===== src/rtl/ps2_scancode_decoder.sv =====
// PS/2 Set-2 scan-code decoder: folds E0/F0 prefixes and the 8-byte E1 Pause
// sequence into single key events, queues them in a small FIFO behind a
// valid/ready handshake, and tracks Shift/Ctrl/Alt held levels.
//
// Ports:
//   clock_50   in   50 MHz system clock
//   reset      in   synchronous active-high reset
//   rx_data    in   [7:0] byte from keyboard_ps2
//   rx_valid   in   one-cycle strobe qualifying rx_data
//   ev_code    out  [7:0] scan code of head event (0 when empty)
//   ev_ext     out  head event was E0-prefixed (also set for Pause)
//   ev_break   out  head event is a release
//   ev_valid   out  FIFO not empty
//   ev_ready   in   consumer takes head when ev_valid && ev_ready
//   mod_shift  out  either Shift held
//   mod_ctrl   out  either Ctrl held
//   mod_alt    out  either Alt held
//   bat_ok     out  one-cycle pulse after AA received in IDLE
//   ev_drop    out  one-cycle pulse after an event is lost to a full FIFO
module ps2_scancode_decoder #(
    parameter int FIFO_DEPTH     = 4,
    parameter int TIMEOUT_CYCLES = 1_000_000
) (
    input  logic       clock_50,
    input  logic       reset,
    input  logic [7:0] rx_data,
    input  logic       rx_valid,
    output logic [7:0] ev_code,
    output logic       ev_ext,
    output logic       ev_break,
    output logic       ev_valid,
    input  logic       ev_ready,
    output logic       mod_shift,
    output logic       mod_ctrl,
    output logic       mod_alt,
    output logic       bat_ok,
    output logic       ev_drop
);

    localparam int AW = $clog2(FIFO_DEPTH);
    localparam int TW = $clog2(TIMEOUT_CYCLES + 1);
    localparam logic [AW:0]   DEPTH_C = (AW + 1)'(FIFO_DEPTH);
    localparam logic [TW-1:0] TO_LAST = TW'(TIMEOUT_CYCLES - 1);

    typedef enum logic [1:0] {
        IDLE,
        PREFIX,
        PAUSE
    } state_t;

    state_t        state, state_n;
    logic          ext, ext_n;
    logic          brk, brk_n;
    logic [2:0]    pidx, pidx_n;
    logic [TW-1:0] tcnt;

    logic          push;
    logic [7:0]    push_code;
    logic          push_ext;
    logic          push_brk;
    logic          bat_hit;
    logic [7:0]    pause_exp;

    // Held bits for left/right modifier keys
    logic lsh, rsh, lct, rct, lal, ral;

    logic [10:0]   mem [FIFO_DEPTH];
    logic [AW-1:0] wr_ptr, rd_ptr;
    logic [AW:0]   count;
    logic          pop, full, accept;
    logic [10:0]   head;

    // Expected Pause byte at index 1..7 (index 0 is the E1 seen in IDLE)
    always_comb begin
        case (pidx)
            3'd1:    pause_exp = 8'h14;
            3'd2:    pause_exp = 8'h77;
            3'd3:    pause_exp = 8'hE1;
            3'd4:    pause_exp = 8'hF0;
            3'd5:    pause_exp = 8'h14;
            3'd6:    pause_exp = 8'hF0;
            3'd7:    pause_exp = 8'h77;
            default: pause_exp = 8'hE1;
        endcase
    end

    always_comb begin
        state_n   = state;
        ext_n     = ext;
        brk_n     = brk;
        pidx_n    = pidx;
        push      = 1'b0;
        push_code = rx_data;
        push_ext  = 1'b0;
        push_brk  = 1'b0;
        bat_hit   = 1'b0;
        if (rx_valid) begin
            case (state)
                IDLE: begin
                    case (rx_data)
                        8'hE0: begin
                            ext_n   = 1'b1;
                            state_n = PREFIX;
                        end
                        8'hF0: begin
                            brk_n   = 1'b1;
                            state_n = PREFIX;
                        end
                        8'hE1: begin
                            pidx_n  = 3'd1;
                            state_n = PAUSE;
                        end
                        8'hAA: bat_hit = 1'b1;
                        8'h00, 8'hFF, 8'hFA, 8'hFE, 8'hEE: ;
                        default: push = 1'b1;
                    endcase
                end
                PREFIX: begin
                    case (rx_data)
                        8'hF0: brk_n = 1'b1;
                        8'hE0: ext_n = 1'b1;
                        8'hE1: begin
                            state_n = IDLE;
                            ext_n   = 1'b0;
                            brk_n   = 1'b0;
                        end
                        default: begin
                            push     = 1'b1;
                            push_ext = ext;
                            push_brk = brk;
                            state_n  = IDLE;
                            ext_n    = 1'b0;
                            brk_n    = 1'b0;
                        end
                    endcase
                end
                PAUSE: begin
                    if (rx_data == pause_exp) begin
                        if (pidx == 3'd7) begin
                            push      = 1'b1;
                            push_code = 8'h77;
                            push_ext  = 1'b1;
                            state_n   = IDLE;
                        end else begin
                            pidx_n = pidx + 3'd1;
                        end
                    end else begin
                        // Mismatched byte is swallowed, not re-decoded
                        state_n = IDLE;
                    end
                end
                default: begin
                    state_n = IDLE;
                    ext_n   = 1'b0;
                    brk_n   = 1'b0;
                end
            endcase
        end else if (state != IDLE && tcnt == TO_LAST) begin
            state_n = IDLE;
            ext_n   = 1'b0;
            brk_n   = 1'b0;
        end
    end

    always_ff @(posedge clock_50) begin
        if (reset) begin
            state <= IDLE;
            ext   <= 1'b0;
            brk   <= 1'b0;
            pidx  <= 3'd0;
            tcnt  <= '0;
        end else begin
            state <= state_n;
            ext   <= ext_n;
            brk   <= brk_n;
            pidx  <= pidx_n;
            if (rx_valid || state == IDLE) begin
                tcnt <= '0;
            end else if (tcnt != TO_LAST) begin
                tcnt <= tcnt + 1'b1;
            end
        end
    end

    // Modifiers follow every completed event, even one the FIFO drops
    always_ff @(posedge clock_50) begin
        if (reset) begin
            lsh <= 1'b0;
            rsh <= 1'b0;
            lct <= 1'b0;
            rct <= 1'b0;
            lal <= 1'b0;
            ral <= 1'b0;
        end else if (push) begin
            if (!push_ext && push_code == 8'h12) lsh <= !push_brk;
            if (!push_ext && push_code == 8'h59) rsh <= !push_brk;
            if (!push_ext && push_code == 8'h14) lct <= !push_brk;
            if (push_ext && push_code == 8'h14)  rct <= !push_brk;
            if (!push_ext && push_code == 8'h11) lal <= !push_brk;
            if (push_ext && push_code == 8'h11)  ral <= !push_brk;
        end
    end

    assign mod_shift = lsh | rsh;
    assign mod_ctrl  = lct | rct;
    assign mod_alt   = lal | ral;

    assign ev_valid = (count != '0);
    assign pop      = ev_valid && ev_ready;
    assign full     = (count == DEPTH_C);
    assign accept   = push && (!full || pop);

    always_ff @(posedge clock_50) begin
        if (accept) begin
            mem[wr_ptr] <= {push_ext, push_brk, push_code};
        end
    end

    always_ff @(posedge clock_50) begin
        if (reset) begin
            wr_ptr  <= '0;
            rd_ptr  <= '0;
            count   <= '0;
            bat_ok  <= 1'b0;
            ev_drop <= 1'b0;
        end else begin
            bat_ok  <= bat_hit;
            ev_drop <= push && !accept;
            if (accept) wr_ptr <= wr_ptr + 1'b1;
            if (pop)    rd_ptr <= rd_ptr + 1'b1;
            case ({accept, pop})
                2'b10:   count <= count + 1'b1;
                2'b01:   count <= count - 1'b1;
                default: count <= count;
            endcase
        end
    end

    // Head reads as zero while empty so stale entries never leak out
    assign head     = ev_valid ? mem[rd_ptr] : '0;
    assign ev_code  = head[7:0];
    assign ev_break = head[8];
    assign ev_ext   = head[9];

endmodule


===== config.mk =====
export PLATFORM = sky130hd
export DESIGN_NAME = ps2_scancode_decoder
export DESIGN_NICKNAME = d
export VERILOG_FILES = /design/src/rtl/ps2_scancode_decoder.sv
export SDC_FILE = /design/constraint.sdc
export NUM_CORES = 1
export LEC_CHECK = 0
export BUFFER_PORTS_ARGS = -buffer_cell sky130_fd_sc_hd__buf_2
export CELL_PAD_IN_SITES_DETAIL_PLACEMENT = 1
export CELL_PAD_IN_SITES_GLOBAL_PLACEMENT = 2
export CORE_MARGIN = 2
export CORE_UTILIZATION = 35
export CTS_CLUSTER_DIAMETER = 30
export DETAILED_ROUTE_END_ITERATION = 12
export PLACE_DENSITY = 0.75
export RECOVER_POWER = 50
export SETUP_SLACK_MARGIN = 0.5
export SYNTH_ARGS = -nofsm -noshare
export SYNTH_HDL_FRONTEND = slang
export SYNTH_SLANG_ARGS = --single-unit

===== constraint.sdc =====
create_clock -name clock_50 -period 6.5 [get_ports clock_50]
set_clock_uncertainty 0.15 [all_clocks]
set_input_delay 0.325 -clock clock_50 [delete_from_list [all_inputs] [get_ports clock_50]]
set_output_delay 0.325 -clock clock_50 [all_outputs]
set_load 0.02 [all_outputs]

==> flow_summary.toml, run 1 <==
[final_layout]
areaGrowthSynthToFinish_pct = 12.26
num-fill-cells = 1317
drive_above_1_share_pct = 13.24
num_antenna_cells = 0
finalNetCount = 445
multiInputGateArea_sq_um = 2071
final-seq-area_sq_um = 2082

[worst_setup_path]
critPathSlowestCell = "a221oi_1"
crit_top_cell = "inv_1"
cp.arrival_ns = 4.11
worstPathMaxFanout = 12
crit_required_ns = 6.60
max_stage_delay_ns = 0.60
cp_cell_sequence = "inv_1 -> ha_1 -> o21a_1 -> or3_1 -> a221oi_1 -> nand4_4 -> nand2_1 -> nor2_1 -> fa_1 -> inv_1 -> a31oi_1 -> a21oi_1 -> a2111oi_2"
endpoint_kind = "flop"
cp-start-kind = "flop"
criticalPathCategory = "flop to flop"

[synth]
async_flop_share_pct = 0
yosysWarnings = 0
yosys.area.top_type = "edfxtp_1"
synth.most_common_cell = "dfxtp_1"
yosysTopAreaCellShare_pct = 27.75
synth-main-ff-cell = "dfxtp_1"
synth_common_cells = "44 x dfxtp_1, 41 x nor2_1, 40 x edfxtp_1"
synth-edff-count = 40
avgSynthCellArea_sq_um = 10.77
postSynthCellCount = 402
ys_top_cells_by_area = "edfxtp_1 28%, dfxtp_1 20%, mux4_2 5.2%, ha_1 4.0%, nor2_1 3.6%"
yosysSeqAreaShare_pct = 48.11
ys_types = 61
ys_seq_elements = 84
netlist_area_sq_um = 4328
synth_nets = 429

[global_route]
grt_pass1_vias = 3179
grt_overflow_total = 0
grt_max_degree = 33
antenna_found_initial = 0
grtUsageTotal_pct = 16.29
grt_pass1_wl_mm = 16.58

[drt]
dr_total_vias = 3011
wire_per_inst_um = 16.27
dr.pass1.iters = 4
routed_wl_mm = 9.617
drtIter0Drc = 156
drc = 0
antenna_left = 0
vias_per_cell = 5.095

[outcome]
status = "finished clean"

[sta]
finalWorstSetupSlack_ns = 2.483
hold_viol_final = 0
setup_violations = 0
tightest_slew_ns = 0.8122
rsz0062_at_grt = "no"
fin_tns_setup_ns = 0
fmax_ghz = 0.2489
slew_viol_final = 0
max-slew-margin-rel_pct = 45.09
period_needed_ns = 4.017
post-route-period-util_pct = 61.80

[cts]
numCtsBuffers = 9
clockBufferDepth = 2
cts.repair.resized = 0
cts_tree = "done"
post-cts-setup-buffer-count = 0
root_buffer = "clkbuf_16"
clk_pin_slew_ns = 0.06
h-tree-depth = 3
cts_hold_buf = 0
cts_num_sinks = 84
insertion_delay_ns = 0.35

[worst_hold_path]
hold_class = "input port to flop"

[floorplan]
initial_utilization_pct = 35.88
rows = 40
die_h_um = 115.2
die_x_um = 115.2
num_io_pins = 28
fp.dieArea_sq_um = 13270
core_area_sq_um = 12060

[run]
cap_violations = 0

[placed_design]
post-place-ws_ns = 2.706
io_buffers = 27
hpwl_mm = 6.934
gp_congestion = 0.8062

[power_and_ir_drop]
p_per_area_nw_per_um2 = 283.7
p_leak_nw = 1.672
ir_drop_v = 0.0001296
[worst paths after layout]
kind / from / endpoint / slack [ns] / cells after the start
setup / recovery: pidx[0]$_SDFFE_PP0P_ / count[1]$_SDFFE_PP0P_ / 2.48 / 13
hold / removal: ev_ready / ev_drop$_SDFF_PP0_ / 0.20 / 2
setup reg to reg: pidx[0]$_SDFFE_PP0P_ / count[1]$_SDFFE_PP0P_ / 2.48 / 13
hold reg to reg: lsh$_SDFFE_PP0P_ / lsh$_SDFFE_PP0P_ / 0.32 / 2
[worst max-delay path, delay by kind of cell, from the launching register on]
kind,cells,cell delay (ns)
AO/OA/AOI/OAI,5,1.36
AND/OR/NAND/NOR,4,1.05
adder cells (fa/ha/maj),2,0.76
flip-flops,1,0.43
buffers and inverters,2,0.15
[state kept, by name, summed over array words and instances (netlist names), named ones only]
| signal | count |
|---|---|
| wr_ptr | 2 |
| pidx | 3 |
| rd_ptr | 2 |
| bat_ok | 1 |
| brk | 1 |
| lsh | 1 |
| tcnt | 20 |
| ev_drop | 1 |
| rct | 1 |
| state | 2 |
| ext | 1 |
| count | 3 |
| lct | 1 |
| rsh | 1 |
| mem | 40 |
| ral | 1 |
| lal | 1 |
[power by group]
part	total (W)	switching [W]	internal (W)
Sequential	0.000612	0.0000291	0.000583
Combinational	0.000204	0.000123	0.0000818
Clock	0.000562	0.000221	0.000341
[per-stage QoR]
stage	util, %	hold WS [ns]	instances	instance area [sq um]	total power [W]
after floorplan	-	0.2939	402	4328	0.0007752
after global placement	37.98	0.3125	575	4581	0.0008323
after detailed placement	37.98	0.3217	575	4581	0.0008401
after CTS	40.67	0.1397	591	4906	0.001407
after global routing	40.28	0.2291	591	4858	0.001445
final	40.28	0.1952	591	4858	0.001378
[placed cells by master (no fill, tap or decap), drive strengths merged, types with 3 or more instances in the layout]
cell	count
and3	7
xor2	17
dfxtp	44
nor4	6
nand4	17
inv	17
nand2	24
and2	19
buf	10
clkbuf	27
nand3	9
ha	14
nand2b	8
o21a	3
nor2	41
o21ai	12
xnor2	7
or2	10
a21oi	8
edfxtp	40
nor4b	7
nor2b	4
mux2i	10
o2111ai	4
mux4	10
or4	5
or3	5
[cell families after synthesis]
group	count (synthesis)	synth area share, %
buf+inv	37	3.440
compound gates	46	8.268
fa+ha+maj	15	4.510
xor+xnor	24	4.857
flops	84	48.11
simple gates	174	22.78
mux	22	8.037
[metal layers]
layer	global-route usage, %	part of all wire [%]	vias to the layer above
li1	-	-	1498
met1	20.92	47	1478
met2	26.71	49	25
met3	4.112	2.5	10
met4	5.863	1.5	0
met5	0	0	-
[final cells by class]
type | instances | share of cell area [%]
clock inverter | 6 | 1.983
multi-input combinational | 281 | 42.62
timing repair buffer | 27 | 2.344
inverter | 15 | 1.159
tap | 168 | 4.327
sequential | 84 | 42.85
clock buffer | 10 | 4.713
(Power assumes the default switching activity.)
==> run 2, diff against run 1 <==
Clock period 6.5 ns to 3.75 ns, I/O delays scaled along.
==> run 2 against run 1 <==
Critical path depth is the same. Cell area grew 2.8%. Via count grew 3.2%. First-iteration DRC count grew 7.1%. Critical endpoint unchanged. Core utilization grew 1.1 points. Register-to-register slack lost 2.1 ns. Sequential power grew 73%. Worst setup slack lost 2.1 ns. Cell count grew 1.5%. Sequential share of layout area shrank 1.0 points.
==> flow_summary.toml, run 2 (synthesis results as in run 1) <==
[cts]
insertion_delay_ns = 0.35
cts_hold_buf = 0
root_buffer = "clkbuf_16"
cts_tree = "done"
clk_pin_slew_ns = 0.07
clockBufferDepth = 2
numCtsBuffers = 9
h-tree-depth = 3
cts_num_sinks = 84

[floorplan]
fp.dieArea_sq_um = 13270
initial_utilization_pct = 35.88
core_area_sq_um = 12060
num_io_pins = 28
die_x_um = 115.2
rows = 40
die_h_um = 115.2

[power_and_ir_drop]
p_leak_nw = 1.722
switching_share_pct = 28.68
internal-power_w = 0.001692
p_total_w = 0.002372
power.share.clock_pct = 39.9
power.share.sequential_pct = 44.6
power_frac_comb_pct = 15.4
p_sw_w = 0.0006804
ir_drop_v = 0.0002254
p_per_area_nw_per_um2 = 475.0

[placed_design]
io_buffers = 27
gp_congestion = 0.7293
placed_cells = 578
hpwl_mm = 6.970

[sta]
fin_tns_setup_ns = 0
max-slew-margin-rel_pct = 54.43
tightest_slew_ns = 0.6826
period_needed_ns = 3.402
rsz0062_at_grt = "yes"
slew_viol_final = 0
hold_viol_final = 0
setup_violations = 0
fmax_ghz = 0.2940
post-route-period-util_pct = 90.71

[final_layout]
final_common_cell = "dfxtp_1"
num-fill-cells = 1330
drive_above_1_share_pct = 19.21
final_cells = 600
num_antenna_cells = 0
regMostFlops = "mem"
most-common-layout-cells = "42 x dfxtp_1, 40 x nor2_1, 40 x edfxtp_1"
top_regs = "mem x40, tcnt x20"
areaGrowthSynthToFinish_pct = 15.38
finalNetCount = 454
largest_register_ffs = 40

[worst_setup_path]
rr_worst_depth = 13
endpoint_kind = "flop"
criticalPathCategory = "flop to flop"
cp.arrival_ns = 3.49
r2r-start = "pidx[0]$_SDFFE_PP0P_"
cp-start-kind = "flop"
rrSetupSlack_ns = 0.35
rr_endpoint = "count[1]$_SDFFE_PP0P_"
crit_required_ns = 3.84
worstPathMaxFanout = 7

[global_route]
antenna_found_initial = 0
grt_pass1_vias = 3233
grt_overflow_total = 0
grt_pass1_wl_mm = 15.97
grt_max_degree = 33
grtUsageTotal_pct = 15.80

[drt]
dr.pass1.iters = 4
dr_total_vias = 3107
drc = 0
vias_per_cell = 5.178
wire_per_inst_um = 16.50
routed_wl_mm = 9.897
antenna_left = 0
drtIter0Drc = 167

[worst_hold_path]
hold_depth = 2
hold-path-endpoint = "ev_drop$_SDFF_PP0_"
hold_class = "input port to flop"
min-delay-start = "ev_ready"

[run]
cap_violations = 0

[outcome]
status = "finished clean"
run 2: cell types whose count changed in the layout (fill, tap and decap cells not counted), sizes merged:
cell / previous run / this run
bufinv: 2 / 1
clkinv: 1 / 2
clkinvlp: 1 / 0
inv: 17 / 19
buf: 10 / 15
clkbuf: 27 / 30
run 2: routing by layer:
layer | vias to the layer above | share of wire, % | track usage (%)
met4 | 0 | 0.89 | 4.418
met2 | 35 | 51 | 27.88
met3 | 8 | 2.8 | 4.744
li1 | 1511 | - | -
met5 | - | 0 | 0
met1 | 1553 | 45 | 18.66
run 2: layout make-up:
| type | count | area, sq um | area share (%) |
|---|---|---|---|
| clock inverters | 7 | 92.59 | 1.854 |
| repair buffers | 36 | 173.9 | 3.483 |
| inverters | 15 | 58.81 | 1.178 |
| multi-input cells | 281 | 2143 | 42.92 |
| well taps | 168 | 210.2 | 4.209 |
| clock buffers | 9 | 225.2 | 4.510 |
| flip-flops and latches | 84 | 2090 | 41.84 |
run 2: timing repair:
item / in CTS / in global routing
setup endpoints to repair: 42 / 43
hold endpoints to repair: 0 / 0
setup buffers: 4 / 2
gates resized for setup: 5 / 15
pin swaps: 3 / 1
run 2: worst max-delay path, stage by stage (launching register included):
cell	delay, ns
dfxtp_4	0.39
inv_4	0.06
ha_4	0.17
o21a_1	0.19
or3_4	0.36
a221oi_1	0.53
nand4_4	0.21
nand2_2	0.12
nor2_2	0.06
fa_2	0.53
inv_2	0.04
a31oi_1	0.16
a21oi_1	0.10
a2111oi_2	0.22
run 2: worst max path at each step:
stage	from	end	cells past startpoint
floorplan	pidx[0]$_SDFFE_PP0P_	count[1]$_SDFFE_PP0P_	14
global placement	pidx[0]$_SDFFE_PP0P_	count[1]$_SDFFE_PP0P_	13
detailed placement	pidx[0]$_SDFFE_PP0P_	count[1]$_SDFFE_PP0P_	13
CTS	pidx[0]$_SDFFE_PP0P_	mem[3][5]$_DFFE_PP_	8
global route	pidx[0]$_SDFFE_PP0P_	count[1]$_SDFFE_PP0P_	13
finish	pidx[0]$_SDFFE_PP0P_	count[1]$_SDFFE_PP0P_	13
run 2: power groups by stage:
stage / Sequential (W) / Combinational [W] / Clock [W]
2_1_floorplan: 0.00105 / 0.000298 / 0
4_1_cts: 0.00106 / 0.000376 / 0.000978
3_5_place_dp: 0.00108 / 0.000373 / 0
5_1_grt: 0.00107 / 0.000402 / 0.00101
6_report: 0.00106 / 0.000366 / 0.000948
3_3_place_gp: 0.00108 / 0.000362 / 0
run 2: stage by stage:
step                      util [%]  hold slack, ns  area, sq um  setup WS (ns)
after global placement       38.26          0.3103         4614         0.5263
after global routing         41.40         0.05125         4994         0.2395
after CTS                    41.24        0.008072         4975         0.5168
after floorplan                  -          0.2015         4342         0.5114
final                        41.40         0.04898         4994         0.3484
after detailed placement     38.26          0.3162         4614         0.3763
==> run 3, diff against run 2 <==
Settings changed: CORE_MARGIN 2 to not set, SETUP_SLACK_MARGIN 0.5 to 0.02.
==> run 3 against run 2 <==
Wire length down 1.8%. Global-route usage up 0.71 points. Combinational power shrank 1%. Core utilization shrank 0.88 points. Worst setup slack got worse by 0.094 ns. Flip-flop and latch count unchanged. Cell count shrank 4.5%. Via count shrank 1.0%. Sequential power about the same.
==> flow_summary.toml, run 3 (synthesis results as in run 1) <==
[drt]
dr_total_vias = 3075
drtIter0Drc = 116
vias_per_cell = 5.366
antenna_left = 0
wire_per_inst_um = 16.97
dr.pass1.iters = 4
routed_wl_mm = 9.723
drc = 0

[power_and_ir_drop]
p_sw_w = 0.0006710
power.share.sequential_pct = 44.7
power_frac_comb_pct = 15.2
p_per_area_nw_per_um2 = 487.2
ir_drop_v = 0.0001928
p_leak_nw = 1.693
internal-power_w = 0.001700
p_total_w = 0.002371
switching_share_pct = 28.30
power.share.clock_pct = 40.1

[sta]
slew_viol_final = 0
max-slew-margin-rel_pct = 54.08
tightest_slew_ns = 0.6878
hold_viol_final = 0
fin_tns_setup_ns = 0
fmax_ghz = 0.2861
period_needed_ns = 3.495
post-route-period-util_pct = 93.21
setup_violations = 0
rsz0062_at_grt = "no"

[worst_setup_path]
crit_required_ns = 3.85
worstPathMaxFanout = 7
rrSetupSlack_ns = 0.25
crit_top_cell = "inv_1"
criticalPathCategory = "flop to flop"
cp.arrival_ns = 3.59
max_stage_delay_ns = 0.49
cp-start-kind = "flop"
critPathSlowestCell = "fa_1"
endpoint_kind = "flop"
cp_cell_sequence = "inv_1 -> ha_1 -> o21a_1 -> or3_1 -> a221oi_4 -> nand4_4 -> nand2_1 -> nor2_1 -> fa_1 -> inv_1 -> a31oi_1 -> a21oi_1 -> a2111oi_2"

[cts]
cts_num_sinks = 84
h-tree-depth = 3
numCtsBuffers = 9
post-cts-setup-buffer-count = 0
cts_tree = "done"
cts.repair.resized = 0
clockBufferDepth = 2
insertion_delay_ns = 0.35
clk_pin_slew_ns = 0.07
cts_hold_buf = 0
root_buffer = "clkbuf_16"

[global_route]
grtUsageTotal_pct = 16.51
grt_pass1_vias = 3205
grt_pass1_wl_mm = 16.28
antenna_found_initial = 0
grt_overflow_total = 0
grt_max_degree = 33

[placed_design]
gp_congestion = 0.7107
hpwl_mm = 6.778
io_buffers = 27

[floorplan]
num_io_pins = 28
die_x_um = 113.2
fp.dieArea_sq_um = 12810
initial_utilization_pct = 36.03
rows = 40
core_area_sq_um = 12010
die_h_um = 113.2

[final_layout]
largest_register_ffs = 40
regMostFlops = "mem"
finalNetCount = 448
areaGrowthSynthToFinish_pct = 12.46
num-fill-cells = 1340
final_common_cell = "dfxtp_1"
drive_above_1_share_pct = 14.55
top_regs = "mem x40, tcnt x20"
most-common-layout-cells = "43 x dfxtp_1, 41 x nor2_1, 40 x edfxtp_1"
num_antenna_cells = 0

[run]
cap_violations = 0

[worst_hold_path]
hold_class = "input port to flop"

[outcome]
status = "finished clean"
## run 3: changes by cell type in the layout (fill, tap and decap cells not counted), moves of 2 or more
cell / before / now
and2_1: 13 / 17
inv_2: 2 / 0
clkbuf_4: 2 / 0
buf_4: 5 / 0
ha_4: 2 / 0
dfxtp_4: 2 / 0
and2_2: 5 / 1
inv_1: 12 / 15
ha_1: 12 / 14
## run 3: path summary, 6_finish.rpt
check	from	endpoint	depth (start not counted)
setup / recovery	pidx[0]$_SDFFE_PP0P_	count[1]$_SDFFE_PP0P_	13
hold / removal	ev_ready	ev_drop$_SDFF_PP0_	2
setup reg to reg	pidx[0]$_SDFFE_PP0P_	count[1]$_SDFFE_PP0P_	13
hold reg to reg	rct$_SDFFE_PP0P_	rct$_SDFFE_PP0P_	2
## run 3: routing by layer
layer / wire length [um] / track usage [%] / up-vias
li1: - / - / 1498
met1: 4560 / 20.33 / 1531
met2: 4753 / 28.38 / 32
met3: 248 / 3.428 / 14
met4: 160 / 6.316 / 0
met5: 0 / 0 / -
## run 3: power groups by stage
stage	sequential [W]	clock, W	combinational, W
floorplan	0.00105	0	0.000298
global placement	0.00108	0	0.000361
global route	0.00107	0.00100	0.000395
detailed placement	0.00108	0	0.000374
CTS	0.00106	0.000976	0.000375
finish	0.00106	0.000950	0.000361
## run 3: per-stage QoR
stage	util (%)	instance area, sq um	worst slack, ns	std cells	hold WS (ns)
after floorplan	-	4328	0.3142	402	0.2015
after global placement	38.10	4577	0.3388	557	0.3101
after detailed placement	38.10	4577	0.2183	557	0.3247
after CTS	40.73	4892	0.1683	573	0.002858
after global routing	40.52	4867	0.05522	573	0.06232
final	40.52	4867	0.2545	573	0.05841
## run 3: critical path, delay by kind of cell (launching register included)
family	cells	cell delay (ns)
adders and majority gates	2	0.76
and+or+nand+nor	4	0.78
buffers and inverters	2	0.15
DFF	1	0.39
AOI/OAI and AO/OA	5	1.15
## run 3: final cells by class
type / count / area (sq um) / area share (%)
repair buffers: 30 / 125.1 / 2.571
clock buffers: 10 / 239.0 / 4.910
clock inverters: 6 / 76.32 / 1.568
multi-input cells: 281 / 2103 / 43.21
flip-flops and latches: 84 / 2083 / 42.80
well taps: 147 / 183.9 / 3.779
inverters: 15 / 56.30 / 1.157
